===== src/rtl/id_ex_stage_if.sv =====
// rtl/id_ex_stage_if.sv - ID/EX stage bus: decoded ID operands in, registered EX operands and stall out
//
// master: the ID/EX environment (drives id_*, observes stall and ex_*)
// slave : the id_ex_stage register itself (consumes id_*, drives stall and ex_*)
//   id_valid, id_pc, id_rs1_data, id_rs2_data, id_imm   decoded instruction from ID
//   id_rs1, id_rs2, id_rd, id_uses_rs1, id_uses_rs2     register indices and usage flags
//   id_ctrl  {reg_write, mem_read, mem_write, mem_to_reg, branch, alu_src, alu_op[2:0]}
//   stall    combinational load-use stall to PC and IF/ID
//   ex_*     registered copies presented to EX and the forwarding unit
interface id_ex_stage_if #(
    parameter int XLEN = 64
);
    logic            id_valid;
    logic [XLEN-1:0] id_pc;
    logic [XLEN-1:0] id_rs1_data;
    logic [XLEN-1:0] id_rs2_data;
    logic [XLEN-1:0] id_imm;
    logic [4:0]      id_rs1;
    logic [4:0]      id_rs2;
    logic [4:0]      id_rd;
    logic            id_uses_rs1;
    logic            id_uses_rs2;
    logic [8:0]      id_ctrl;

    logic            stall;
    logic            ex_valid;
    logic [XLEN-1:0] ex_pc;
    logic [XLEN-1:0] ex_rs1_data;
    logic [XLEN-1:0] ex_rs2_data;
    logic [XLEN-1:0] ex_imm;
    logic [4:0]      ex_rs1;
    logic [4:0]      ex_rs2;
    logic [4:0]      ex_rd;
    logic [8:0]      ex_ctrl;

    modport master (
        output id_valid, id_pc, id_rs1_data, id_rs2_data, id_imm,
               id_rs1, id_rs2, id_rd, id_uses_rs1, id_uses_rs2, id_ctrl,
        input  stall, ex_valid, ex_pc, ex_rs1_data, ex_rs2_data, ex_imm,
               ex_rs1, ex_rs2, ex_rd, ex_ctrl
    );

    modport slave (
        input  id_valid, id_pc, id_rs1_data, id_rs2_data, id_imm,
               id_rs1, id_rs2, id_rd, id_uses_rs1, id_uses_rs2, id_ctrl,
        output stall, ex_valid, ex_pc, ex_rs1_data, ex_rs2_data, ex_imm,
               ex_rs1, ex_rs2, ex_rd, ex_ctrl
    );
endinterface


===== src/rtl/id_ex_stage.sv =====
// rtl/id_ex_stage.sv - ID/EX pipeline register with load-use hazard detection and bubble insertion
//
// Ports:
//   clk, rst_n   core clock (rising edge), asynchronous active-low reset
//   bus          id_ex_stage_if.slave: ID operands in, stall and EX operands out
//   flush        taken branch/jump resolved downstream; the ID instruction becomes a bubble
//   hold         global freeze; every register keeps its value
//   stall_count  saturating count of inserted load-use bubbles
module id_ex_stage #(
    parameter int XLEN  = 64,
    parameter int CNT_W = 32
) (
    input  logic             clk,
    input  logic             rst_n,
    id_ex_stage_if.slave     bus,
    input  logic             flush,
    input  logic             hold,
    output logic [CNT_W-1:0] stall_count
);
    // Control bundle bit positions
    localparam int CTRL_MEM_READ = 7;

    logic             ex_valid_q,    ex_valid_d;
    logic [XLEN-1:0]  ex_pc_q,       ex_pc_d;
    logic [XLEN-1:0]  ex_rs1_data_q, ex_rs1_data_d;
    logic [XLEN-1:0]  ex_rs2_data_q, ex_rs2_data_d;
    logic [XLEN-1:0]  ex_imm_q,      ex_imm_d;
    logic [4:0]       ex_rs1_q,      ex_rs1_d;
    logic [4:0]       ex_rs2_q,      ex_rs2_d;
    logic [4:0]       ex_rd_q,       ex_rd_d;
    logic [8:0]       ex_ctrl_q,     ex_ctrl_d;
    logic [CNT_W-1:0] stall_count_q, stall_count_d;

    logic load_use;
    logic rs1_hit;
    logic rs2_hit;

    // A load in EX whose result an ID reader needs cannot be forwarded in time.
    // Loads to x0 are excluded since x0 is never written.
    always_comb begin
        rs1_hit  = bus.id_uses_rs1 && (bus.id_rs1 == ex_rd_q);
        rs2_hit  = bus.id_uses_rs2 && (bus.id_rs2 == ex_rd_q);
        load_use = ex_valid_q && ex_ctrl_q[CTRL_MEM_READ] && (ex_rd_q != 5'd0) &&
                   (rs1_hit || rs2_hit) && bus.id_valid;
    end

    always_comb begin
        ex_valid_d    = ex_valid_q;
        ex_pc_d       = ex_pc_q;
        ex_rs1_data_d = ex_rs1_data_q;
        ex_rs2_data_d = ex_rs2_data_q;
        ex_imm_d      = ex_imm_q;
        ex_rs1_d      = ex_rs1_q;
        ex_rs2_d      = ex_rs2_q;
        ex_rd_d       = ex_rd_q;
        ex_ctrl_d     = ex_ctrl_q;
        stall_count_d = stall_count_q;

        if (!hold) begin
            // Data fields always track ID so bubble contents stay deterministic.
            ex_pc_d       = bus.id_pc;
            ex_rs1_data_d = bus.id_rs1_data;
            ex_rs2_data_d = bus.id_rs2_data;
            ex_imm_d      = bus.id_imm;
            ex_rs1_d      = bus.id_rs1;
            ex_rs2_d      = bus.id_rs2;
            ex_rd_d       = bus.id_rd;

            if (flush || load_use) begin
                // Zero ctrl guarantees reg_write=0 and mem_read=0 downstream.
                ex_valid_d = 1'b0;
                ex_ctrl_d  = 9'd0;
            end else begin
                ex_valid_d = bus.id_valid;
                ex_ctrl_d  = bus.id_valid ? bus.id_ctrl : 9'd0;
            end

            if (!flush && load_use && (stall_count_q != {CNT_W{1'b1}})) begin
                stall_count_d = stall_count_q + CNT_W'(1);
            end
        end
    end

    always_ff @(posedge clk or negedge rst_n) begin
        if (!rst_n) begin
            ex_valid_q    <= 1'b0;
            ex_pc_q       <= '0;
            ex_rs1_data_q <= '0;
            ex_rs2_data_q <= '0;
            ex_imm_q      <= '0;
            ex_rs1_q      <= 5'd0;
            ex_rs2_q      <= 5'd0;
            ex_rd_q       <= 5'd0;
            ex_ctrl_q     <= 9'd0;
            stall_count_q <= '0;
        end else begin
            ex_valid_q    <= ex_valid_d;
            ex_pc_q       <= ex_pc_d;
            ex_rs1_data_q <= ex_rs1_data_d;
            ex_rs2_data_q <= ex_rs2_data_d;
            ex_imm_q      <= ex_imm_d;
            ex_rs1_q      <= ex_rs1_d;
            ex_rs2_q      <= ex_rs2_d;
            ex_rd_q       <= ex_rd_d;
            ex_ctrl_q     <= ex_ctrl_d;
            stall_count_q <= stall_count_d;
        end
    end

    // Stall is independent of hold so PC and IF/ID stay frozen across a freeze.
    assign bus.stall       = load_use && !flush;
    assign bus.ex_valid    = ex_valid_q;
    assign bus.ex_pc       = ex_pc_q;
    assign bus.ex_rs1_data = ex_rs1_data_q;
    assign bus.ex_rs2_data = ex_rs2_data_q;
    assign bus.ex_imm      = ex_imm_q;
    assign bus.ex_rs1      = ex_rs1_q;
    assign bus.ex_rs2      = ex_rs2_q;
    assign bus.ex_rd       = ex_rd_q;
    assign bus.ex_ctrl     = ex_ctrl_q;
    assign stall_count     = stall_count_q;
endmodule


===== src/flat_wrapper.sv =====
// flat-port wrapper written by rule: the top's interface ports become plain ports
module id_ex_stage_flat 
#(
    parameter int XLEN  = 64,
    parameter int CNT_W = 32
)
  (clk, rst_n, flush, hold, stall_count, bus_id_valid, bus_id_pc, bus_id_rs1_data, bus_id_rs2_data, bus_id_imm, bus_id_rs1, bus_id_rs2, bus_id_rd, bus_id_uses_rs1, bus_id_uses_rs2, bus_id_ctrl, bus_stall, bus_ex_valid, bus_ex_pc, bus_ex_rs1_data, bus_ex_rs2_data, bus_ex_imm, bus_ex_rs1, bus_ex_rs2, bus_ex_rd, bus_ex_ctrl);
  id_ex_stage_if #(.XLEN(XLEN)) bus_i ();
  input  logic clk;
  input  logic rst_n;
  input  logic flush;
  input  logic hold;
  output logic [CNT_W-1:0] stall_count;
  input wire logic [$bits(bus_i.id_valid)-1:0] bus_id_valid;
  input wire logic [$bits(bus_i.id_pc)-1:0] bus_id_pc;
  input wire logic [$bits(bus_i.id_rs1_data)-1:0] bus_id_rs1_data;
  input wire logic [$bits(bus_i.id_rs2_data)-1:0] bus_id_rs2_data;
  input wire logic [$bits(bus_i.id_imm)-1:0] bus_id_imm;
  input wire logic [$bits(bus_i.id_rs1)-1:0] bus_id_rs1;
  input wire logic [$bits(bus_i.id_rs2)-1:0] bus_id_rs2;
  input wire logic [$bits(bus_i.id_rd)-1:0] bus_id_rd;
  input wire logic [$bits(bus_i.id_uses_rs1)-1:0] bus_id_uses_rs1;
  input wire logic [$bits(bus_i.id_uses_rs2)-1:0] bus_id_uses_rs2;
  input wire logic [$bits(bus_i.id_ctrl)-1:0] bus_id_ctrl;
  output wire logic [$bits(bus_i.stall)-1:0] bus_stall;
  output wire logic [$bits(bus_i.ex_valid)-1:0] bus_ex_valid;
  output wire logic [$bits(bus_i.ex_pc)-1:0] bus_ex_pc;
  output wire logic [$bits(bus_i.ex_rs1_data)-1:0] bus_ex_rs1_data;
  output wire logic [$bits(bus_i.ex_rs2_data)-1:0] bus_ex_rs2_data;
  output wire logic [$bits(bus_i.ex_imm)-1:0] bus_ex_imm;
  output wire logic [$bits(bus_i.ex_rs1)-1:0] bus_ex_rs1;
  output wire logic [$bits(bus_i.ex_rs2)-1:0] bus_ex_rs2;
  output wire logic [$bits(bus_i.ex_rd)-1:0] bus_ex_rd;
  output wire logic [$bits(bus_i.ex_ctrl)-1:0] bus_ex_ctrl;
  assign bus_i.id_valid = bus_id_valid;
  assign bus_i.id_pc = bus_id_pc;
  assign bus_i.id_rs1_data = bus_id_rs1_data;
  assign bus_i.id_rs2_data = bus_id_rs2_data;
  assign bus_i.id_imm = bus_id_imm;
  assign bus_i.id_rs1 = bus_id_rs1;
  assign bus_i.id_rs2 = bus_id_rs2;
  assign bus_i.id_rd = bus_id_rd;
  assign bus_i.id_uses_rs1 = bus_id_uses_rs1;
  assign bus_i.id_uses_rs2 = bus_id_uses_rs2;
  assign bus_i.id_ctrl = bus_id_ctrl;
  assign bus_stall = bus_i.stall;
  assign bus_ex_valid = bus_i.ex_valid;
  assign bus_ex_pc = bus_i.ex_pc;
  assign bus_ex_rs1_data = bus_i.ex_rs1_data;
  assign bus_ex_rs2_data = bus_i.ex_rs2_data;
  assign bus_ex_imm = bus_i.ex_imm;
  assign bus_ex_rs1 = bus_i.ex_rs1;
  assign bus_ex_rs2 = bus_i.ex_rs2;
  assign bus_ex_rd = bus_i.ex_rd;
  assign bus_ex_ctrl = bus_i.ex_ctrl;
  id_ex_stage #(.XLEN(XLEN), .CNT_W(CNT_W)) u_core (.clk(clk), .rst_n(rst_n), .bus(bus_i), .flush(flush), .hold(hold), .stall_count(stall_count));
endmodule

===== config.mk =====
export PLATFORM = sky130hd
export DESIGN_NAME = id_ex_stage_flat
export DESIGN_NICKNAME = d
export VERILOG_FILES = /design/src/rtl/id_ex_stage_if.sv /design/src/rtl/id_ex_stage.sv /design/src/flat_wrapper.sv
export SDC_FILE = /design/constraint.sdc
export NUM_CORES = 1
export LEC_CHECK = 0
export BUFFER_PORTS_ARGS = -buffer_cell sky130_fd_sc_hd__buf_2
export CAP_MARGIN = 15
export CORE_AREA = 2 2 236 238
export DETAILED_ROUTE_END_ITERATION = 10
export DIE_AREA = 0 0 238 240
export GPL_TIMING_DRIVEN = 0
export HOLD_SLACK_MARGIN = 0.1
export PLACE_DENSITY = 0.49
export SETUP_SLACK_MARGIN = 0.4
export SLEW_MARGIN = 0
export SYNTH_ARGS = -nofsm -noshare
export SYNTH_HDL_FRONTEND = slang
export SYNTH_SLANG_ARGS = --single-unit

===== constraint.sdc =====
create_clock -name clk -period 4.7 [get_ports clk]
set_input_delay 0.47 -clock clk [delete_from_list [all_inputs] [get_ports clk]]
set_output_delay 0.47 -clock clk [all_outputs]
set_load 0.05 [all_outputs]

---- Yosys cells after proc, flatten, opt, wreduce, memory -nomap -nowiden ----
Cells that the tools add are included.
cells by class
  add/sub/neg operators ................... 1
  equality and inequality tests ........... 3
  mux-type cells .......................... 3
  bitwise logic cells ..................... 1
  reductions and logical operators ........ 13
operators by type and width
  cell                     number
  $add A32 B1 Y32 const B  1
  $ne A32 B32 Y1 const B   1
  $mux W9                  2
  $eq A5 B5 Y1             2
  $logic_and A1 B1 Y1      8
  $reduce_bool A5 Y1       1
  $logic_or A1 B1 Y1       2
  $reduce_and A2 Y1        1
  $logic_not A1 Y1         1
  $mux W1                  1
  $not A1 Y1               1
word-level totals
  register bits ........................... 313
  input port bits ......................... 287
  output and inout bits ................... 314

---- Longest topological paths before layout ----
Gate-level depths: netlist of the first run.
  word-level depth ........................ 8
  gate-level depth with buffers ........... 8
  gate-level depth less buffers ........... 7

---- Worst setup path after synthesis of the first run ----
Ideal clock, no wire load.
  path type ............................... register to register
  from .................................... register u_core.stall_count_q[5] (netlist: u_core.stall_count[5])
  to ...................................... register u_core.stall_count_q[29] (netlist: u_core.stall_count[29])
  setup time .............................. 142 ps
  arrival ................................. 2326 ps
  slack ................................... 2232 ps
  stages on the path, launching flop included .. 7
  clock period less this slack ............ 2468 ps
  cell sequence ........................... dfrtp_1 -> nand3_2 -> or2_1 -> or4_4 -> nor3_2 -> or4b_1 -> xnor2_1
on the way
  longest elaborated chain between the ends .. 3
  elaborated cells on any way between the ends .. 4
  classes of those cells .................. add/sub: 1; eq/ne: 1; reduce/logical: 2
RTL lines
  item                                                                     line                RTL
  from (decl)                                                              id_ex_stage.sv:32   logic [CNT_W-1:0] stall_count_q, stall_count_d;
  from (signal assigned)                                                   id_ex_stage.sv:106  stall_count_q <= stall_count_d;
  parallel branches: the longest is 3 deep, another holds $add A32 B1 Y32  --
Several ways; the timed one is not identified.
A chain may end at the register's enable or synchronous reset.

---- Worst setup path after layout of the first run ----
  from .................................... register u_core.ex_rd_q[0] (netlist: u_core.bus.ex_rd[0])
  to ...................................... output bus_stall
on the way
  longest elaborated chain between the ends .. 6
  elaborated cells on any way between the ends .. 10
  classes of those cells .................. eq/ne: 2; reduce/logical: 8
RTL lines
  item                                    line                                  RTL
  from (decl)                             id_ex_stage.sv:30                     logic [4:0] ex_rd_q, ex_rd_d;
  from (signal assigned)                  id_ex_stage.sv:104                    ex_rd_q <= ex_rd_d;
  $eq A5 B5 Y1 (on tied branches)         id_ex_stage.sv:41, id_ex_stage.sv:42
  $logic_and A1 B1 Y1 (on tied branches)  id_ex_stage.sv:41, id_ex_stage.sv:42
  $logic_or A1 B1 Y1                      id_ex_stage.sv:44                     (rs1_hit || rs2_hit) && bus.id_valid;
  $logic_and A1 B1 Y1 (*)                 id_ex_stage.sv:43                     load_use = ex_valid_q && ex_ctrl_q[CTRL_MEM_READ] && (ex_rd_q != 5'd0) &&
  $logic_and A1 B1 Y1 (*)                 id_ex_stage.sv:44
  $logic_and A1 B1 Y1 (*)                 id_ex_stage.sv:111                    assign bus.stall = load_use && !flush;
  to (decl)                               flat_wrapper.sv:25                    output wire logic [$bits(bus_i.stall)-1:0] bus_stall;
Mark *: on every way between the ends. The rest lies on a longest branch, timed or not.

==> impl_metrics.py, run 1 <==
metrics = {
    "finish": {
        "fin_nets": 1702,
        "final_cells": 2145,
        "final_cell_mix": "buf_2, dfrtp_1, mux2_2, clkbuf_1, clkbuf_16",
        "final_util": 0.315,
        "drive_above_1_share": 0.651,
        "syn_to_final_growth_pct": 43.3,
        "final_common_cell": "buf_2",
    },
    "floorplan": {
        "core_area_sq_um": 54700,
        "die_w_microns": 238,
        "die_y_microns": 240,
        "dieArea_sq_um": 57100,
        "num_rows": 86,
        "ios": 601,
        "initial_core_util": 0.220,
    },
    "sta": {
        "min_period_ns": 3.03,
        "finalClockSkew_ns": 0.0117,
        "slew_violations": 0,
        "fmax_ghz": 0.330,
        "rsz0062_at_grt": "false",
        "relSlewSlack": 0.475,
        "setup_viol_count_final": 0,
        "hold_viol_final": 0,
        "fin_setup_tns_ns": 0,
        "worst_slew_pin_slew_ns": 0.788,
        "post-route-period-util": 0.646,
    },
    "placement": {
        "gp_congestion": 0.763,
        "dp.cells": 2077,
        "port_buffers": 599,
        "dp_hpwl_microns": 31000,
    },
    "critical_path": {
        "ff2ff_path_depth": 6,
        "critPathArrivalTime_ns": 2.56,
        "cp-startpoint": "u_core.bus.ex_rd[0]",
        "endpoint_kind": "output port",
        "crit_path_start_kind": "flop",
        "r2r-end": "u_core.stall_count[29]",
        "required_ns": 4.23,
        "cp_max_fo": 5,
        "endpoint": "bus_stall",
        "rr_startpoint": "u_core.bus.ex_rd[0]",
        "rrSetupSlack_ns": 1.97,
        "crit_type": "reg2out",
    },
    "grt": {
        "grt_usage": 0.135,
        "first_global_vias": 9392,
        "grt_pass1_wl_microns": 58500,
        "overflow": 0,
        "antenna_found_initial": 4,
        "grt_max_degree": 115,
    },
    "power": {
        "pwr_density_cell_nw_per_um2": 446,
        "ir_drop_uv": 244,
        "p_leak_nw": 8.26,
    },
    "detailed_routing": {
        "drt_wl_total_microns": 39700,
        "first_iter_violations": 257,
        "detail-route-antenna-nets": 0,
        "wl_per_cell_microns": 18.5,
        "vias_per_cell": 4.08,
        "vias": 8748,
        "drc_errors": 0,
        "dr.pass1.iters": 4,
    },
    "clock_network": {
        "cts_buffers": 38,
        "clk_latency_ns": 0.54,
        "cts_max_level": 2,
        "tritoncts": "yes",
        "clk_pin_slew_ns": 0.06,
        "cts_buffer_depth": 3,
        "cts.sinks": 313,
        "clockRootBuffer": "clkbuf_16",
        "post_cts_buffers": 0,
    },
    "logic_synthesis": {
        "synth_nets": 1059,
        "syn_inst": 771,
        "synth_area_sq_um": 12000,
        "ys_seq_area_frac": 0.652,
        "syn_area_per_cell_sq_um": 15.6,
        "synth_area_leaders": "dfrtp_1, mux2_2, xnor2_1",
        "async_flop_share": 1.00,
        "synth.distinct_cells": 34,
        "synth_edf_count": 0,
        "yosysWarnings": 0,
        "yosys.area.top_type": "dfrtp_1",
        "yosys_register_bits": 313,
        "synthFlopType": "dfrtp_1",
        "synth_top_area_frac": 0.652,
    },
    "flow_run": {
        "cap_violations": 0,
    },
    "status": {
        "status": "finished clean",
    },
    "hold_path": {
        "hp-class": "in2reg",
    },
}
==> metrics by stage <==
step / power [mW] / hold slack (ns) / instance area [sq um] / worst slack [ns]
final: 7.68 / 0.149 / 17200 / 1.67
after global routing: 8.01 / 0.122 / 17200 / 1.46
after CTS: 7.82 / 0.105 / 17200 / 1.58
after detailed placement: 4.83 / 0.487 / 16000 / 1.83
after global placement: 4.80 / 0.479 / 15900 / -3.10
after floorplan: 4.25 / 0.174 / 12000 / 2.23
==> worst min path at each step <==
stage | start | endpoint | slack (ns) | depth (start not counted)
after floorplan | rst_n | u_core.bus.ex_ctrl[0] | 0.17 | 0
after global placement | u_core.stall_count[30] | u_core.stall_count[30] | 0.48 | 1
after detailed placement | u_core.bus.ex_rs2_data[49] | u_core.bus.ex_rs2_data[49] | 0.49 | 1
after CTS | bus_id_imm[34] | u_core.bus.ex_imm[34] | 0.10 | 2
after global routing | bus_id_rd[0] | u_core.bus.ex_rd[0] | 0.12 | 2
final | bus_id_ctrl[3] | u_core.bus.ex_ctrl[3] | 0.15 | 2
==> what timing repair did <==
| item | 4_1_cts | 5_1_grt |
|---|---|---|
| endpoints found under the hold margin | 95 | 0 |
| gates resized for setup | 0 | 0 |
| hold buffers | 1 | 0 |
==> layout make-up <==
type                            count  area, sq um
Multi-Input combinational cell    416         4040
Antenna cell                        2         5.00
Inverter                            8         30.0
Sequential cell                   313         7830
Tap cell                          704          881
Fill cell                        5644        37400
Timing Repair Buffer              603         3080
Clock inverter                      9          106
Buffer                             34          129
Clock buffer                       56         1120
==> cells by family (layout without fill, tap and decap cells) <==
family,count (synthesis),after routing,share of synthesized area
compound gates,14,14,0.00926
other cells,0,2,0
flops,313,313,0.652
simple gates,88,88,0.0403
buf+inv,42,710,0.0132
xor+xnor,41,41,0.0299
mux,272,272,0.255
fa+ha+maj,1,1,0.00104
==> flip-flops by register name, indices dropped and copies added, names as in the netlist, 9 cells and up <==
signal,cells
u_core.bus.ex_imm,64
u_core.stall_count,32
u_core.bus.ex_pc,64
u_core.bus.ex_rs2_data,64
u_core.bus.ex_ctrl,9
u_core.bus.ex_rs1_data,64
==> cells in the mapped netlist, drive strengths merged, types with 2 or more instances <==
cell and count:
nor4 3, and3 4, and2 2, xnor2 28, nand4 15, and4 2
a22o 9, inv 8, xor2 13, clkbuf 33, nand2 15, mux2 272
nor3 11, nor2 15, nand3 13, dfrtp 313
==> report_power, final <==
part           leakage [nW]  switching (mW)  internal [mW]
Combinational          3.93            1.22          0.473
Sequential             3.72           0.127           2.93
Clock                 0.606            1.17           1.76
==> layer usage <==
metal	wire length, microns	global-route usage	up-vias
met2	20500	0.236	302
li1	-	-	4008
met4	834	0.0409	2
met1	15500	0.157	4385
met3	2840	0.0418	51
met5	13	0	-
==> worst max-delay path, cell delays in order, from the launching register on <==
cell and delay (ns):
dfrtp_1 0.56, xnor2_1 0.16, nand2_1 0.17, o22ai_1 0.58, and3_1 0.27, buf_2 0.28
No activity file was read; power rests on OpenSTA's default activity.
==> inputs of run 2 (changes only) <==
--- a/config.mk
+++ b/config.mk
@@ -12,7 +12,7 @@
 export DIE_AREA = 0 0 238 240
 export GPL_TIMING_DRIVEN = 0
 export HOLD_SLACK_MARGIN = 0.1
-export PLACE_DENSITY = 0.49
+export PLACE_DENSITY = 0.5
 export SETUP_SLACK_MARGIN = 0.4
 export SLEW_MARGIN = 0
 export SYNTH_ARGS = -nofsm -noshare
==> constraint.sdc (replaced) <==
create_clock -name clk -period 2.6 [get_ports clk]
set_input_delay 0.26 -clock clk [delete_from_list [all_inputs] [get_ports clk]]
set_output_delay 0.26 -clock clk [all_outputs]
set_load 0.05 [all_outputs]
==> run 2 against run 1 <==
  * Critical path type unchanged
  * Die area stayed put
  * Critical path depth stayed put
  * Cell count is 14% higher
  * Via count is 14% higher
  * First-iteration DRC count is 12% higher
  * Largest cell class unchanged
  * Setup slack worse by 1.3 ns
  * Wire length is 6.3% higher
  * Utilization is 5.8 points higher
  * Clock power is 98% higher
==> impl_metrics.py, run 2 (synthesized netlist as in run 1, its figures left out) <==
metrics = {
    "status": {
        "status": "finished clean",
    },
    "power": {
        "power.total_mw": 14.8,
        "p_leak_nw": 9.57,
        "pwr_density_cell_nw_per_um2": 725,
        "ir_drop_uv": 468,
    },
    "sta": {
        "finalClockSkew_ns": 0.0197,
        "whs_ns": 0.356,
        "min_period_ns": 2.19,
        "slew_violations": 0,
        "worst_slew_pin_slew_ns": 0.961,
        "post-route-period-util": 0.843,
        "setup_viol_count_final": 0,
        "hold_viol_final": 0,
        "rsz0062_at_grt": "true",
        "relSlewSlack": 0.359,
        "fmax_ghz": 0.456,
    },
    "detailed_routing": {
        "vias": 9932,
        "detail-route-antenna-nets": 0,
        "dr.pass1.iters": 7,
        "vias_per_cell": 4.07,
        "drt_wl_total_microns": 42200,
        "wl_per_cell_microns": 17.3,
        "drc_errors": 0,
        "first_iter_violations": 288,
    },
    "grt": {
        "antenna_found_initial": 1,
        "grt_pass1_wl_microns": 62800,
        "grt_max_degree": 113,
        "grt_usage": 0.142,
        "overflow": 0,
        "first_global_vias": 10900,
    },
    "floorplan": {
        "ios": 601,
        "die_w_microns": 238,
        "die_y_microns": 240,
        "core_area_sq_um": 54700,
        "num_rows": 86,
        "initial_core_util": 0.220,
        "dieArea_sq_um": 57100,
    },
    "finish": {
        "syn_to_final_growth_pct": 69.8,
        "drive_above_1_share": 0.574,
        "final_cells": 2440,
        "final_cell_mix": "buf_2, dfrtp_1, dlygate4sd3_1, mux2_2, clkbuf_16",
        "final_common_cell": "buf_2",
        "fin_nets": 1994,
    },
    "clock_network": {
        "cts.sinks": 313,
        "cts_buffer_depth": 3,
        "tritoncts": "yes",
        "clockRootBuffer": "clkbuf_16",
        "cts_max_level": 2,
        "clk_pin_slew_ns": 0.06,
        "cts_buffers": 39,
        "clk_latency_ns": 0.55,
    },
    "critical_path": {
        "crit_type": "reg2out",
        "required_ns": 2.34,
        "crit_path_start_kind": "flop",
        "critPathArrivalTime_ns": 1.93,
        "endpoint_kind": "output port",
        "cp_max_fo": 4,
        "critPathMaxStageDelay_ns": 0.44,
        "worstPathCellList": "xnor2_1, nand4_1, o22ai_4, and3_4, buf_8",
        "critPathSlowestCell": "dfrtp_1",
    },
    "placement": {
        "port_buffers": 599,
        "dp.cells": 2077,
        "dp_hpwl_microns": 31400,
        "gp_congestion": 0.822,
    },
    "flow_run": {
        "cap_violations": 0,
    },
    "hold_path": {
        "hp-class": "in2reg",
    },
}
## run 2: cell count changes in the layout (fill, tap and decap cells not counted), moves of 4 or more
cell	previous run	this run
clkbuf_1	42	38
dfrtp_2	0	25
xnor2_2	0	5
nor3_1	10	6
bufinv_16	2	6
xnor2_1	28	23
buf_4	0	11
dfrtp_1	313	288
dlygate4sd3_1	1	281
## run 2: per-stage QoR
| stage | cell area (sq um) | setup WS [ns] | TNS (ns) | utilization |
|---|---|---|---|---|
| after floorplan | 12100 | 0.352 | 0 | - |
| after global routing | 20400 | 0.284 | 0 | 0.373 |
| after global placement | 15900 | -5.59 | -1571.27 | 0.292 |
| final | 20400 | 0.407 | 0 | 0.373 |
| after CTS | 20400 | 0.352 | 0 | 0.373 |
| after detailed placement | 16000 | -0.131 | -2.78 | 0.293 |
## run 2: layout make-up
cell class,instances,area (sq um)
timing repair buffer,894,5980
clock buffer,54,1130
buffer,34,133
sequential,313,7860
antenna,2,5.00
clock inverter,15,243
tap,704,881
fill,5304,34200
inverter,8,30.0
multi-input combinational,416,4150
## run 2: worst paths after layout
check / from / cells after the start / to / slack, ns
worst max register to register: u_core.stall_count[6] / 6 / u_core.stall_count[29] / 0.45
min in group asynchronous: rst_n / 2 / u_core.bus.ex_imm[53] / 0.38
worst min register to register: u_core.stall_count[26] / 1 / u_core.stall_count[26] / 0.48
worst min-delay path: bus_id_valid / 4 / u_core.bus.ex_valid / 0.36
max in group asynchronous: rst_n / 3 / u_core.stall_count[14] / 1.10
worst max-delay path: u_core.bus.ex_rd[3] / 5 / bus_stall / 0.41
## run 2: where the power goes
group          internal (mW)  switching (mW)  total [mW]
sequential              5.31           0.226        5.53
clock                   3.64            2.16        5.81
combinational           1.15            2.31        3.46
## run 2: what timing repair did
item,4_1_cts,5_1_grt
setup buffers,9,2
hold buffers,281,0
hold endpoints to repair,374,0
pin swaps,11,1
endpoints found under the setup margin,38,27
resized for setup,19,7
## run 2: critical path, delay by kind of cell, from the launching register on
kind,cells,cell delay [ns]
buffers and inverters,1,0.14
and+or+nand+nor,2,0.39
DFF,1,0.44
AOI/OAI and AO/OA,1,0.21
xor gates and xnor gates,1,0.19
## run 2: layer usage
| layer | track usage | part of all wire | vias to the layer above |
|---|---|---|---|
| li1 | - | - | 4603 |
| met1 | 0.170 | 0.40 | 4948 |
| met2 | 0.250 | 0.51 | 299 |
| met3 | 0.0311 | 0.050 | 82 |
| met4 | 0.0549 | 0.034 | 0 |
| met5 | 0 | 0 | - |
==> inputs of run 3 (changes only) <==
--- a/config.mk
+++ b/config.mk
@@ -12,7 +12,7 @@
 export DIE_AREA = 0 0 238 240
 export GPL_TIMING_DRIVEN = 0
 export HOLD_SLACK_MARGIN = 0.1
-export PLACE_DENSITY = 0.5
+export PLACE_DENSITY = 0.49
 export SETUP_SLACK_MARGIN = 0.4
 export SLEW_MARGIN = 0
 export SYNTH_ARGS = -nofsm -noshare
==> constraint.sdc (replaced) <==
create_clock -name clk -period 2.1 [get_ports clk]
set_input_delay 0.21 -clock clk [delete_from_list [all_inputs] [get_ports clk]]
set_output_delay 0.21 -clock clk [all_outputs]
set_load 0.05 [all_outputs]
==> run 3 against run 2 <==
  * The flow now finishes with violations (negative setup slack)
  * Clock skew decreased by 0.0019 ns
  * Clock-buffer cell count increased by 6
  * Global-route usage increased by 0.27 points
  * Combinational power increased by 23%
  * Cell area increased by 1.1%
  * Die area unchanged
  * Power increased by 21%
  * Largest cell class unchanged
  * Highest routed layer is now met5
==> impl_metrics.py, run 3 (synthesized netlist as in run 1, its figures left out) <==
metrics = {
    "detailed_routing": {
        "drt_wl_total_microns": 42400,
        "wl_met1_microns": 16900,
        "wl_met3_microns": 2290,
        "top_layer": "met5",
        "wl_per_cell_microns": 17.3,
        "drc_errors": 0,
        "vias": 9985,
        "dr.pass1.iters": 4,
        "vias_per_cell": 4.07,
        "detail-route-antenna-nets": 0,
        "first_iter_violations": 323,
        "met2_length_microns": 21600,
    },
    "sta": {
        "fin_ws_ns": -0.0479,
        "setup_viol_count_final": 2,
        "min_period_ns": 2.15,
        "fin_setup_tns_ns": -0.0703,
        "post-route-period-util": 1.02,
        "rsz0062_at_grt": "true",
        "whs_ns": 0.300,
        "worst_slew_pin_slew_ns": 0.746,
        "relSlewSlack": 0.503,
        "fmax_ghz": 0.466,
        "hold_viol_final": 0,
        "slew_violations": 0,
        "finalClockSkew_ns": 0.0178,
    },
    "power": {
        "p_switching_mw": 5.79,
        "p_leak_nw": 9.66,
        "intPower_mw": 12.1,
        "seq_power_share": 0.383,
        "power.total_mw": 17.9,
        "ir_drop_uv": 603,
        "switching_share": 0.323,
        "pwr-share-clk": 0.379,
        "pwr_density_cell_nw_per_um2": 868,
        "combPwrFrac": 0.238,
    },
    "finish": {
        "final_common_cell": "buf_2",
        "drive_above_1_share": 0.596,
        "syn_to_final_growth_pct": 71.7,
        "final_cell_mix": "buf_2, dlygate4sd3_1, dfrtp_1, mux2_2, clkbuf_16",
        "final_util": 0.378,
        "fin_nets": 2002,
        "design_area_sq_um": 20600,
        "final_cells": 2451,
    },
    "status": {
        "status": "finished with violations",
        "violations": "negative setup slack",
    },
    "critical_path": {
        "required_ns": 2.52,
        "critPathArrivalTime_ns": 2.56,
        "crit_type": "reg2reg",
        "critPathTopFamily": "simple AND/OR/NAND/NOR gates",
        "endpoint_kind": "flop",
        "critPathSlowestCell": "or4b_4",
        "cp-startpoint": "u_core.stall_count[10]",
        "critPathMaxStageDelay_ns": 0.49,
        "crit_path_start_kind": "flop",
        "rr_startpoint": "u_core.stall_count[10]",
        "worstPathCellList": "nand3_4, or2_4, or4_4, nor3_4, or4b_4, xnor2_1",
        "cp_num_buf_inv": 0,
        "cp_max_fo": 3,
    },
    "floorplan": {
        "dieArea_sq_um": 57100,
        "ios": 601,
        "die_y_microns": 240,
        "die_w_microns": 238,
        "num_rows": 86,
        "initial_core_util": 0.220,
        "core_area_sq_um": 54700,
    },
    "clock_network": {
        "cts_buffer_depth": 3,
        "cts_buffers": 39,
        "clk_latency_ns": 0.55,
        "clockRootBuffer": "clkbuf_16",
        "clk_pin_slew_ns": 0.06,
        "tritoncts": "yes",
        "cts.sinks": 313,
        "cts_max_level": 2,
    },
    "placement": {
        "gp_congestion": 0.826,
        "placed_area_sq_um": 16200,
        "dp_hpwl_microns": 31300,
        "place_ws_ns": -0.561,
        "dp.cells": 2077,
        "port_buffers": 599,
    },
    "grt": {
        "overflow": 0,
        "grt_max_degree": 116,
        "antenna_found_initial": 7,
        "grt_usage": 0.145,
        "grt_pass1_wl_microns": 64000,
        "first_global_vias": 11100,
    },
    "flow_run": {
        "cap_violations": 0,
    },
    "hold_path": {
        "hp-class": "in2async",
    },
}
## run 3: worst paths after layout
check | endpoint | slack [ns] | cells past startpoint
worst max-delay path | u_core.stall_count[29] | -0.05 | 6
worst min-delay path | u_core.bus.ex_rs1_data[2] | 0.30 | 2
worst max register to register | u_core.stall_count[29] | -0.05 | 6
worst min register to register | u_core.stall_count[27] | 0.48 | 1
max in group asynchronous | u_core.bus.ex_rs2_data[59] | 0.69 | 3
min in group clk | u_core.bus.ex_valid | 0.38 | 5
## run 3: final cells by class
| cell class | instances | area (sq um) |
|---|---|---|
| Antenna cell | 4 | 10.0 |
| Buffer | 34 | 160 |
| Clock buffer | 60 | 1190 |
| Clock inverter | 10 | 120 |
| Fill cell | 5330 | 34000 |
| Inverter | 8 | 30.0 |
| Multi-Input combinational cell | 416 | 4330 |
| Sequential cell | 313 | 7880 |
| Tap cell | 704 | 881 |
| Timing Repair Buffer | 902 | 6050 |
## run 3: power groups by stage
| stage | clock network, mW | registers, mW | logic [mW] |
|---|---|---|---|
| 5_1_grt | 7.26 | 6.93 | 4.47 |
| 4_1_cts | 7.05 | 6.86 | 4.31 |
| 3_5_place_dp | 0 | 6.95 | 3.85 |
| 6_report | 6.79 | 6.86 | 4.27 |
| 3_3_place_gp | 0 | 6.94 | 3.81 |
| 2_1_floorplan | 0 | 8.85 | 0.673 |
## run 3: layer usage
| metal | vias up | global-route usage |
|---|---|---|
| li1 | 4613 | - |
| met1 | 4964 | 0.174 |
| met2 | 314 | 0.251 |
| met3 | 92 | 0.0318 |
| met4 | 2 | 0.0623 |
| met5 | - | 0 |
## run 3: what timing repair did
| item | in CTS | in global routing |
|---|---|---|
| pin swaps | 11 | 3 |
| setup endpoints to repair | 213 | 149 |
| gates resized for setup | 27 | 8 |
| hold endpoints to repair | 373 | 0 |
| gates cloned | 0 | 0 |
| buffers inserted | 14 | 5 |
| hold buffers | 281 | 0 |
